$ cat config.mk
export PLATFORM = sky130hd
export DESIGN_NAME = sw_debounce_flat
export DESIGN_NICKNAME = d
export VERILOG_FILES = /design/src/rtl/sw_debounce_if.sv /design/src/rtl/sw_debounce.sv /design/src/flat_wrapper.sv
export SDC_FILE = /design/constraint.sdc
export NUM_CORES = 1
export LEC_CHECK = 0
export ABC_CLOCK_PERIOD_IN_PS = 2120
export CORE_MARGIN = 2
export CORE_UTILIZATION = 56
export CTS_CLUSTER_DIAMETER = 30
export DETAILED_ROUTE_END_ITERATION = 10
export GPL_TIMING_DRIVEN = 0
export PLACE_DENSITY = 0.76
export SETUP_SLACK_MARGIN = 0.4
export SLEW_MARGIN = 15
export SYNTH_ARGS = -nofsm -noshare
export SYNTH_HDL_FRONTEND = slang
export SYNTH_SLANG_ARGS = --single-unit
$ cat constraint.sdc
create_clock -name clk_in -period 2.12 [get_ports clk_in]
set_input_delay 0.424 -clock clk_in [delete_from_list [all_inputs] [get_ports clk_in]]
set_output_delay 0.424 -clock clk_in [all_outputs]
set_load 0.01 [all_outputs]
$ cat src/rtl/sw_debounce_if.sv
// Switch conditioning bus: raw pin levels and event-clear in; debounced levels,
// change strobe and sticky event flags out.
interface sw_debounce_if #(
  parameter int unsigned WIDTH = 16
) ();
  logic [WIDTH-1:0] sw_raw;
  logic             evt_clr;
  logic [WIDTH-1:0] sw_db;
  logic             sw_chg;
  logic [WIDTH-1:0] sw_evt;

  // Driver side (board pins / software clear), consumer of conditioned levels.
  modport master (
    output sw_raw,
    output evt_clr,
    input  sw_db,
    input  sw_chg,
    input  sw_evt
  );

  // Debouncer side.
  modport slave (
    input  sw_raw,
    input  evt_clr,
    output sw_db,
    output sw_chg,
    output sw_evt
  );
endinterface

$ cat src/rtl/sw_debounce.sv
// Slide-switch front end: two-flop synchroniser per bit, then a per-bit stability
// counter that flips the debounced level after DEBOUNCE_CYCLES consecutive
// mismatching edges. sw_chg pulses for the cycle a new sw_db is first visible.
// Optional sticky per-bit event flags are built when SW_DEBOUNCE_EVENT_LATCH_EN
// is defined; otherwise sw_evt is tied to 0 and evt_clr is ignored.
module sw_debounce #(
  parameter int unsigned WIDTH           = 16,
  parameter int unsigned DEBOUNCE_CYCLES = 1000000,
  parameter int unsigned CNT_W           = 20
) (
  input logic          clk_in,
  input logic          reset,
  sw_debounce_if.slave sw_bus
);

  localparam logic [CNT_W-1:0] CntLast = CNT_W'(DEBOUNCE_CYCLES - 1);

  logic [WIDTH-1:0] s1_q, s2_q;
  logic [WIDTH-1:0] db_q;
  logic [CNT_W-1:0] cnt_q [WIDTH];
  logic             chg_q;
  logic [WIDTH-1:0] flip;

  // A bit flips when it still mismatches and the count has reached its last value.
  always_comb begin
    flip = '0;
    for (int i = 0; i < WIDTH; i++) begin
      flip[i] = (s2_q[i] != db_q[i]) && (cnt_q[i] == CntLast);
    end
  end

  // Synchroniser, debounced levels, per-bit counters and change strobe.
  always_ff @(posedge clk_in) begin
    if (!reset) begin
      s1_q  <= '0;
      s2_q  <= '0;
      db_q  <= '0;
      chg_q <= 1'b0;
      for (int i = 0; i < WIDTH; i++) begin
        cnt_q[i] <= '0;
      end
    end else begin
      s1_q  <= sw_bus.sw_raw;
      s2_q  <= s1_q;
      db_q  <= db_q ^ flip;
      chg_q <= |flip;
      for (int i = 0; i < WIDTH; i++) begin
        // Any agreement (or a completed flip) restarts the stability window.
        if ((s2_q[i] == db_q[i]) || flip[i]) begin
          cnt_q[i] <= '0;
        end else begin
          cnt_q[i] <= cnt_q[i] + CNT_W'(1);
        end
      end
    end
  end

  assign sw_bus.sw_db  = db_q;
  assign sw_bus.sw_chg = chg_q;

`ifdef SW_DEBOUNCE_EVENT_LATCH_EN
  logic [WIDTH-1:0] evt_q;

  // Sticky flags: a flip on the same edge as a clear keeps its flag.
  always_ff @(posedge clk_in) begin
    if (!reset) begin
      evt_q <= '0;
    end else begin
      evt_q <= (sw_bus.evt_clr ? '0 : evt_q) | flip;
    end
  end

  assign sw_bus.sw_evt = evt_q;
`else
  logic unused_evt_clr;
  assign unused_evt_clr = sw_bus.evt_clr;
  assign sw_bus.sw_evt  = '0;
`endif

endmodule

$ cat src/flat_wrapper.sv
// flat-port wrapper written by rule: the top's interface ports become plain ports
module sw_debounce_flat 
#(
  parameter int unsigned WIDTH           = 16,
  parameter int unsigned DEBOUNCE_CYCLES = 1000000,
  parameter int unsigned CNT_W           = 20
)
  (clk_in, reset, sw_bus_sw_raw, sw_bus_evt_clr, sw_bus_sw_db, sw_bus_sw_chg, sw_bus_sw_evt);
  sw_debounce_if #(.WIDTH(WIDTH)) sw_bus_i ();
  input logic clk_in;
  input logic reset;
  input wire logic [$bits(sw_bus_i.sw_raw)-1:0] sw_bus_sw_raw;
  input wire logic [$bits(sw_bus_i.evt_clr)-1:0] sw_bus_evt_clr;
  output wire logic [$bits(sw_bus_i.sw_db)-1:0] sw_bus_sw_db;
  output wire logic [$bits(sw_bus_i.sw_chg)-1:0] sw_bus_sw_chg;
  output wire logic [$bits(sw_bus_i.sw_evt)-1:0] sw_bus_sw_evt;
  assign sw_bus_i.sw_raw = sw_bus_sw_raw;
  assign sw_bus_i.evt_clr = sw_bus_evt_clr;
  assign sw_bus_sw_db = sw_bus_i.sw_db;
  assign sw_bus_sw_chg = sw_bus_i.sw_chg;
  assign sw_bus_sw_evt = sw_bus_i.sw_evt;
  sw_debounce #(.WIDTH(WIDTH), .DEBOUNCE_CYCLES(DEBOUNCE_CYCLES), .CNT_W(CNT_W)) u_core (.clk_in(clk_in), .reset(reset), .sw_bus(sw_bus_i));
endmodule
-- Yosys cells after proc, flatten, opt, wreduce, memory -nomap -nowiden
Memories as Yosys holds them, arrays and structs flattened.
Index checks and enable logic that the tools add are counted.
- shifts and indexed selects: 0
- divide/modulo/power cells: 0
- reductions and logical operators: 33
- $lt $le $gt $ge: 0
- bitwise logic cells: 33
- add/sub/neg operators: 16
- $mul: 0
- mux-type cells: 129
- equal/unequal tests: 48
- operators with widths (kind ; number):
    20-bit two-way mux ; 32
    20-bit by 1-bit adder with 20-bit output, second input constant ; 16
    20-bit equality test, second input constant ; 16
    1-bit two-way mux ; 97
    1-bit OR ; 32
    1-bit equality test ; 16
    1-bit logical AND ; 16
    1-bit logical OR ; 16
    1-bit != test ; 16
    16-bit OR reduction ; 1
    16-bit XOR ; 1
- bits in latches: 0
- output and inout bits: 33
- logic and storage cells: 264
- memory bits (writable): 320
- flip-flop bits (word level): 49
- memories: 1
- memory bits (read-only): 0
- input port bits: 19
- memory list (name ; depth ; bits a word ; read ports ; clocked after memory_dff ; write ports ; RTL line ; text):
    u_core.cnt_q ; 16 ; 20 ; 16 ; 0 ; 16 ; sw_debounce.sv:20 ; logic [CNT_W-1:0] cnt_q [WIDTH];

-- Depth between registers and ports, before layout
An unclocked memory read counts as a cell.
- word-level depth: 9
- mapped depth: 8
- gate-level depth less buffers: 6

-- Worst setup path after synthesis
No wires, ideal clock.
- path kind: register to register
- from: mem u_core.cnt_q[10][0] (netlist: u_core.cnt_q[1][40])
- to: mem u_core.cnt_q[10][15] (netlist: u_core.cnt_q[1][55]) (data pin)
- stages on the path, launching flop included: 8
- period minus slack after synthesis: 1.960 ns
- slack: 0.160 ns
- arrival time: 1.705 ns
- cells stage by stage: edfxtp_1 > ha_1 > nand2_1 > or2_4 > or4_4 > nand3_2 > buf_6 > nor2_1
- RTL lines (what ; RTL line):
    from (decl) ; sw_debounce.sv:20

==> results.yml <==
worst_setup_path:
  reg2reg_from: "u_core.cnt_q[1][87]$_SDFFCE_PN0P_"
  worstPathArrival_ns: 2.44
  cp_top_family: "simple AND/OR/NAND/NOR gates"
  crit_chain: "and4_1 > nand4_1 > nor3_1 > xnor2_1 > nor2_4"
  setup.worst_path.start_class: "flop"
  slowest_delay_ns: 0.46
  end_kind: "flop"
  reg2reg_to: "u_core.cnt_q[1][97]$_SDFFCE_PN0P_"
  path_buf_inv: 0
  ff2ff_setup_slack_ns: 0.01
  crit_type: "reg2reg"
  slowest_stage: "edfxtp_1"
  startpoint: "u_core.cnt_q[1][87]$_SDFFCE_PN0P_"
  crit_required_ns: 2.45
  r2r_cells: 5
  cp_max_fo: 7
min_path:
  hp-class: "in2reg"
  min_from: "sw_bus_sw_raw[10]"
  hold-path-cell-count: 2
  whs_endpoint: "u_core.s1_q[10]$_SDFF_PN0_"
sta:
  tightestPinTransition_ns: 0.916
  finalCriticalPeriod_ns: 2.11
  rsz0062_at_grt: "true"
  slew_headroom_pct: 39.0
  setup_violations: 0
  setup_slack_ns: 0.0133
  period_share_pct: 99.4
  slew_viol_final: 0
  timing.hold.ws_ns: 0.415
  max_freq_mhz: 475
  finalHoldViolations: 0
  fin_skew_ns: 0.0268
  fin_tns_setup_ns: 0
synthesis:
  synth_area_leaders: "edfxtp_1, nor2_1, xnor2_1"
  synth_top_area_cell: "edfxtp_1"
  netlist_area_um2: 19100
  async_flop_share_pct: 0
  synth-seq-cells: 369
  postSynthCellCount: 1798
  syn_area_per_cell_um2: 10.6
  synth-edff-count: 320
  yosysSeqAreaShare_pct: 55.4
  synth_ff_type: "edfxtp_1"
  synth_cell_type_count: 51
  yosys_warnings: 0
  synth_top_area_share_pct: 50.2
grt:
  grt_pass1_wl_um: 71800
  antenna_found_initial: 2
  busiest_layer: "met2"
  met1_usage_pct: 28.9
  grt_max_degree: 12
  grtUsageMet2_pct: 44.0
  grt_pass1_vias: 15392
  track_usage_pct: 24.7
  grtUsageMet3_pct: 4.84
  grt_overflow: 0
clock_tree:
  clk_latency_ns: 0.59
  cts_sinks: 369
  path_clk_slew_ns: 0.05
  cts_max_level: 3
  cts_buffers: 84
  cts_buffer_depth: 3
  cts_hold_buf: 0
  cts_tree: "done"
  root_buffer: "clkbuf_16"
die:
  die_y_um: 189
  core-area_um2: 33600
  die_area_um2: 35700
  start_util_pct: 56.9
  rows: 67
  ios: 52
  die_w_um: 189
place:
  place_inst: 2614
  pre_cts_slack_ns: -0.483
  port_buffers: 34
  dpl.hpwl_um: 25600
  place_area_um2: 21600
  gp_congestion: 0.828
layout:
  layout-drive-gt1-share_pct: 30.7
  diodes: 0
  final_util_pct: 83.8
  fin_cells: 2996
  syn2layout_area_growth_pct: 47.2
  design_area_um2: 28200
  layout.nets: 2514
job:
  max_cap_violations: 0
routing:
  dr.pass1.iters: 6
  avgRoutedWirePerCell_um: 17.7
  dr_total_vias: 16147
  drcViolationCount: 0
  wirelength_um: 53000
  viasPerCell: 5.39
  antenna_left: 0
  drtIter0Drc: 1201
power_and_ir_drop:
  ir_drop_v: 0.000668
  p_per_area_nw_per_um2: 803
  p_leak_nw: 10.7
  total_power_mw: 22.6
outcome:
  outcome: "completed"
[metal layers]
layer,vias to the layer above,wire [µm]
met2,653,27900
li1,7409,-
met3,200,2970
met1,7885,19900
met4,0,2250
met5,-,0
[synthesized netlist by cell type, types with 27 or more instances]
library cell,instances
and2_1,44
and3_1,41
and4_1,28
buf_2,27
dfxtp_1,49
edfxtp_1,320
inv_1,46
nand2_1,105
nand3_1,107
nand4_1,59
nor2_1,385
nor3_1,56
nor4b_1,28
xnor2_1,158
xor2_1,137
[cells in the final DEF (no fill, tap or decap), types with 23 or more instances in the layout]
cell	instances
and4_1	23
nor3_1	40
nor2_1	180
edfxtp_1	320
and3_1	40
xnor2_1	150
clkbuf_16	91
nand4_1	59
nor2_2	139
xor2_1	136
nand3_1	96
buf_4	210
buf_6	47
inv_1	45
and2_1	43
dfxtp_1	49
nand2_1	96
nor2_4	66
conb_1	336
[what timing repair did]
action | CTS | global route
cloned | 18 | 9
pin swaps | 101 | 99
setup endpoints to repair | 374 | 339
gates resized for setup | 219 | 342
buffers inserted | 107 | 93
[sequential cells by signal, summed over array words and instances (netlist names), named ones only]
name,count
u_core.sw_bus.sw_chg,1
u_core.cnt_q,320
u_core.s1_q,16
u_core.s2_q,16
[how the worst max path moves through the flow]
stage	slack (ns)	to	cells past startpoint
2_1_floorplan	0.20	u_core.cnt_q[1][55]$_SDFFCE_PN0P_	7
3_3_place_gp	-0.76	u_core.sw_bus.sw_chg$_SDFF_PN0_	6
3_5_place_dp	-0.48	u_core.s2_q[8]$_SDFF_PN0_	4
4_1_cts	0.11	u_core.cnt_q[0][144]$_SDFFCE_PN0P_	6
5_1_grt	-0.12	u_core.cnt_q[1][97]$_SDFFCE_PN0P_	5
6_report	0.01	u_core.cnt_q[1][97]$_SDFFCE_PN0P_	5
[area by class of cell]
class / count / area, µm²
multi-input combinational: 1650 / 11100
sequential: 369 / 10600
fill: 1662 / 5450
clock buffer: 114 / 2430
timing repair buffer: 261 / 2200
buffer: 66 / 681
tap: 448 / 561
clock inverter: 41 / 422
inverter: 47 / 176
[logic make-up (layout without fill, tap and decap cells)]
kind of cell | after synthesis | in the layout | synth area share (%)
AND/OR/NAND/NOR | 951 | 951 | 25.5
flip-flops | 369 | 369 | 55.4
XOR/XNOR | 295 | 295 | 13.5
buffers and inverters | 113 | 529 | 2.79
AO/OA/AOI/OAI | 42 | 42 | 1.29
adder cells (fa/ha/maj) | 16 | 16 | 1.05
multiplexers | 10 | 10 | 0.523
other | 2 | 336 | 0.0393
[power by group]
| group | switching, mW | internal, mW |
|---|---|---|
| Combinational | 0.654 | 0.541 |
| Clock | 4.15 | 8.73 |
| Sequential | 0.331 | 8.21 |
| Total | 5.13 | 17.5 |
No activity file was read; power rests on OpenSTA's default activity.
==> RTL change 1 (same settings) <==
`WIDTH` is set to 16 in 3 places; all go to 8.
--- a/src/rtl/sw_debounce_if.sv
+++ b/src/rtl/sw_debounce_if.sv
@@ -3,3 +3,3 @@
 interface sw_debounce_if #(
-  parameter int unsigned WIDTH = 16
+  parameter int unsigned WIDTH = 8
 ) ();
--- a/src/rtl/sw_debounce.sv
+++ b/src/rtl/sw_debounce.sv
@@ -6,3 +6,3 @@
 module sw_debounce #(
-  parameter int unsigned WIDTH           = 16,
+  parameter int unsigned WIDTH           = 8,
   parameter int unsigned DEBOUNCE_CYCLES = 1000000,
--- a/src/flat_wrapper.sv
+++ b/src/flat_wrapper.sv
@@ -3,3 +3,3 @@
 #(
-  parameter int unsigned WIDTH           = 16,
+  parameter int unsigned WIDTH           = 8,
   parameter int unsigned DEBOUNCE_CYCLES = 1000000,
Interface: changed (resized sw_bus_sw_db, sw_bus_sw_evt and sw_bus_sw_raw); port bits go from 52 to 28. No check against the original RTL was run, so the function may have changed too.
==> RTL change 1 against the original RTL <==
Count of clock-buffer cells in the layout fell by 95. Final area is 54% lower. Synthesized area shrank 50%. Wire length down 60%. Total power fell by 64%. Critical path depth increased by 1. Synthesized cell count decreased by 50%. Highest routed layer unchanged. Largest cell class unchanged. Largest power group is now sequential cells. Clock skew fell by 19 ps. Critical path type unchanged. Setup slack improved by 130 ps. Sequential cell count down 184.
==> RTL change 1: results (changes against the original RTL) <==
Run status
  • Status: finished clean

Timing
  • Tightest Pin Transition: 574.5 ps (-341.2 ps)
  • Setup ws final: 146.0 ps (+132.8 ps)
  • Hold slack: 436.3 ps (+21.00 ps)
  • Final Skew: 7.370 ps (-19.44 ps)

Power
  • Leakage: 4.897 nW (-54%)
  • Max IR drop VDD: 0.0006090 V (-8.8%)
  • Internal power: 6.456 mW (-63%)

Synthesis
  • Distinct cells, synth: 47 (-7.8%)
  • Post-synth ARST share: 0 (unchanged)
  • Sequential fraction of the synthesis area: 0.5527 (-0.0008334)
  • Main synth FF type: edfxtp_1
  • Post-synth top cells: nor2_1 (192), edfxtp_1 (160), xor2_1 (77), xnor2_1 (75), nand3_1 (70)
  • Post-synth EDFFs: 160 (-50%)
  • Area contributors post-synth: edfxtp_1 (50%), nor2_1 (7.5%), xor2_1 (7.0%), xnor2_1 (6.8%), dfxtp_1 (5.2%)
  • Syn_area_per_cell: 10.76 um^2 (+1.1%)

Critical path
  • Slowest-stage cell, CP: or4_4
  • Reg2Reg Depth: 6 (+1)
  • Critical Path Fanout Max: 5 (-2)
  • Worst r2r src: u_core.cnt_q[0][68]
  • R2r endpoint: u_core.cnt_q[0][71]
  • Max stage delay on crit path: 570 ps (+110 ps)
  • Crit path arrival time: 2160 ps (-280 ps)
  • Crit Path Category: reg -> reg

GRT
  • Gr usage total: 0.2190 (-0.02836)
  • Global-route wire length before repair: 31630 um (-56%)
  • Vias in the first global route: 6844 (-56%)
  • Antenna violations before repair: 0 (-2)
  • Largest net degree at the start of global routing: 17 (+5)

Clock tree
  • # H-tree levels: 4 (+1)
  • Reg clk slew, reported paths: 70 ps (+20 ps)
  • Cts bufs inserted: 17 (-80%)
  • Max clock buf depth: 2 (-1)
  • Root buffer cell: clkbuf_16
  • Worst skew pair latency: 430 ps (-160 ps)

Layout
  • Share of layout cells above drive strength 1: 0.2471 (-0.05985)
  • Fin nets: 1196 (-52%)
  • Filler cells: 1014 (-39%)
  • Top Registers: u_core.cnt_q x160, u_core.s1_q x8, u_core.s2_q x8
  • Area delta synth->final: 34.32%
  • # diodes: 0 (unchanged)

Routing
  • Wirelength, routed: 21300 um (-60%)
  • Drt pass-1 iters: 5 (-1)
  • Via Count: 7344 (-55%)
  • Iter 0 DRT Violations: 599 (-50%)
  • WL/cell: 15.11 um (-15%)
  • Residual DRC: 0 (unchanged)

Placed design
  • Pre-CTS WS: -195.1 ps (+288.2 ps)
  • Buffers added on ports: 18 (-47%)
  • Placed Area: 10710 um^2 (-50%)
  • Placed cell count: 1296 (-50%)
  • DP HPWL: 11900 um (-53%)
  • Routability cong.: 0.8036 (-2.9%)

Min path
  • Hold path depth: 1 (-1)
  • Hold Path Sink: u_core.s2_q[1]
  • HP Class: reg -> reg
  • Hold_sp: u_core.s1_q[1]

Die
  • Placeable Area: 16640 um^2 (-50%)
RTL change 1: layer usage:
metal  GRT usage  vias to the layer above  wire length, um
li1            -                     3530                -
met1      0.2773                     3566             9046
met2      0.3770                      201            10870
met3     0.03979                       47              832
met4     0.08012                        0              552
met5           0                        -                0
RTL change 1: final cells by class:
| class | count | area share |
|---|---|---|
| Buffer | 33 | 0.02378 |
| Clock buffer | 19 | 0.03436 |
| Clock inverter | 13 | 0.01553 |
| Inverter | 20 | 0.005823 |
| Multi-Input combinational cell | 820 | 0.4221 |
| Sequential cell | 185 | 0.4115 |
| Tap cell | 220 | 0.02135 |
| Timing Repair Buffer | 100 | 0.06561 |
RTL change 1: power groups by stage:
stage / registers (mW) / clock network [mW] / logic (mW)
floorplan: 4.28 / 0 / 0.269
detailed placement: 4.33 / 0 / 0.328
CTS: 4.23 / 3.51 / 0.432
finish: 4.25 / 3.47 / 0.527
global route: 4.26 / 3.65 / 0.576
global placement: 4.32 / 0 / 0.325
RTL change 1: what timing repair did:
item	in CTS	in global routing
endpoints found under the setup margin	180	166
buffers inserted	43	28
gates cloned	9	2
resized for setup	120	130
pin swaps	45	52
RTL change 1: logic make-up (layout without fill, tap and decap cells):
kind of cell / Yosys count / count (layout) / share of synthesized area
xor+xnor: 152 / 152 / 0.1387
buf+inv: 53 / 185 / 0.03024
fa+ha+maj: 8 / 8 / 0.01043
other cells: 2 / 168 / 0.0007825
simple gates: 481 / 481 / 0.2559
compound gates: 3 / 3 / 0.002868
flops: 185 / 185 / 0.5527
mux: 8 / 8 / 0.008343
==> RTL change 2 (same settings) <==
Made on the original files. Take the reset off `s1_q` and load it in a clocked block of its own.
--- a/src/rtl/sw_debounce.sv
+++ b/src/rtl/sw_debounce.sv
@@ -34,3 +34,2 @@
     if (!reset) begin
-      s1_q  <= '0;
       s2_q  <= '0;
@@ -42,3 +41,2 @@
     end else begin
-      s1_q  <= sw_bus.sw_raw;
       s2_q  <= s1_q;
@@ -55,2 +53,6 @@
     end
+  end
+
+  always_ff @(posedge clk_in) begin
+    s1_q <= sw_bus.sw_raw;
   end
Check against the original RTL: same outputs for any inputs over 10 cycles, from zero or initial values and one cycle with reset low; that may be too few to reach the edited logic, so the function may still have changed.
==> RTL change 2 against the original RTL <==
The flow now finishes with violations (negative setup slack). Wire length is 8.8% higher. Synthesized area fell by 0.88%. Die area decreased by 0.87%. Final area rose by 1.5%. Highest routed layer unchanged. Count of clock-buffer cells in the layout decreased by 19. Sequential cell count stayed put. Total power grew 1.4%. Sequential share of layout area decreased by 0.53 points. Setup slack worse by 240 ps. Non-clock buffer count rose by 7. Clock skew rose by 1.3 ps.
==> RTL change 2: results (changes against the original RTL) <==
Placed design
  • Routability cong.: 0.8088 (-2.3%)
  • Pre-CTS WS: -777.7 ps (-294.4 ps)
  • Placed Area: 21440 um^2 (-0.68%)
  • Buffers added on ports: 34 (unchanged)
  • DP HPWL: 24810 um (-2.9%)

Clock tree
  • Max clock buf depth: 3 (unchanged)
  • Root buffer cell: clkbuf_16
  • Worst skew pair latency: 610 ps (+20 ps)
  • Cts bufs inserted: 83 (-1.2%)

GRT
  • Vias in the first global route: 15790 (+2.6%)
  • Global-route wire length before repair: 74130 um (+3.2%)
  • Gr usage total: 0.2563 (+0.008945)
  • Antenna violations before repair: 0 (-2)
  • Largest net degree at the start of global routing: 13 (+1)

Timing
  • Setup violators final: 104 (+104)
  • Final Skew: 28.15 ps (+1.347 ps)
  • Setup TNS: -11460 ps (-11460 ps)
  • Slew headroom: 0.1977 (-0.1919)
  • Setup ws final: -222.2 ps (-235.5 ps)

Synthesis
  • Distinct cells, synth: 55 (+7.8%)
  • Area contributors post-synth: edfxtp_1 (51%), nor2_1 (7.2%), xnor2_1 (7.1%), xor2_1 (6.3%), dfxtp_1 (5.2%)
  • Sequential fraction of the synthesis area: 0.5585 (+0.004931)
  • Post-synth top cells: nor2_1 (365), edfxtp_1 (320), xnor2_1 (153), xor2_1 (136), nand3_1 (112)

Power
  • Max IR drop VDD: 0.0007803 V (+17%)
  • Leakage: 10.74 nW (+0.28%)
  • Internal power: 17.25 mW (-1.4%)

Routing
  • Via Count: 16670 (+3.2%)
  • Wirelength, routed: 57600 um (+8.8%)
  • Iter 0 DRT Violations: 1600 (+33%)

Layout
  • Filler cells: 1382 (-17%)
  • Share of layout cells above drive strength 1: 0.3294 (+0.02250)
  • Fin nets: 2509 (-0.20%)

Critical path
  • Max stage delay on crit path: 590 ps (+130 ps)
  • Critical Path Fanout Max: 5 (-2)
  • Slowest-stage cell, CP: or4_4
  • Crit path arrival time: 2690 ps (+250 ps)

Run status
  • Status: finished with violations
  • Failing checks: negative setup slack
==> RTL change 2: cell types whose count changed after synthesis, moves of 8 or more <==
| cell | delta |
|---|---|
| and2_1 | -19 |
| nor2_1 | -20 |
| nor2_2 | +19 |
| nand4_1 | +10 |
| buf_2 | -21 |
| nor4b_1 | -8 |
==> RTL change 2: what timing repair did <==
action | in CTS | in global routing
pin swaps | 163 | 104
resized for setup | 374 | 280
gates cloned | 22 | 6
buffers inserted | 135 | 81
endpoints found under the setup margin | 358 | 340
==> RTL change 2: cell families (layout without fill, tap and decap cells) <==
logic type               count (synthesis)  count (layout)  share of synthesized area
flip-flops                             369             369                     0.5585
AO/OA/AOI/OAI                           53              53                    0.01762
buffers and inverters                  102             535                    0.02534
multiplexers                            11              11                   0.005807
XOR/XNOR                               289             289                     0.1335
adder cells (fa/ha/maj)                 16              16                    0.01056
AND/OR/NAND/NOR                        935             935                     0.2483
other                                    2             336                  0.0003961
==> RTL change 2: layer usage <==
metal	global-route usage	vias to the layer above	share of wire
met5	0	-	0
met4	0.1248	0	0.050
met3	0.04698	259	0.065
met2	0.4489	870	0.51
met1	0.3038	8113	0.37
li1	-	7427	-
==> RTL change 2: path summary, 6_finish.rpt <==
kind | from | endpoint | slack, ps | depth (start not counted)
min reg2reg | u_core.s1_q[5] | u_core.s2_q[5] | 430 | 1
max reg2reg | u_core.cnt_q[1][110] | u_core.cnt_q[1][119] | -220 | 5
min | sw_bus_sw_raw[2] | u_core.s1_q[2] | 260 | 1
max | u_core.cnt_q[1][110] | u_core.cnt_q[1][119] | -220 | 5
==> RTL change 2: metrics by stage <==
step | cells | utilization | hold WS (ps)
floorplan | 2111 | - | 411.9
CTS | 2905 | 0.8023 | 236.7
detailed placement | 2593 | 0.6409 | 422.3
global placement | 2593 | 0.6409 | 417.9
global route | 2992 | 0.8547 | 243.5
finish | 2992 | 0.8547 | 259.1
==> RTL change 2: power groups by stage <==
stage	Combinational, mW	Clock, mW	Sequential, mW
global route	1.61	13.2	8.64
CTS	1.13	12.7	8.56
finish	1.51	12.8	8.62
detailed placement	0.766	0	8.72
global placement	0.749	0	8.69
floorplan	0.625	0	8.62
==> RTL change 2: cell type report <==
| type | count | area [um^2] | share of cell area |
|---|---|---|---|
| clock buffer | 95 | 2182 | 0.07632 |
| buffer | 56 | 668.1 | 0.02337 |
| clock inverter | 60 | 618.1 | 0.02162 |
| timing repair buffer | 278 | 2450 | 0.08569 |
| inverter | 46 | 172.7 | 0.006039 |
| tap | 448 | 560.5 | 0.01961 |
| sequential | 369 | 10600 | 0.3706 |
| multi-input combinational | 1640 | 11340 | 0.3967 |
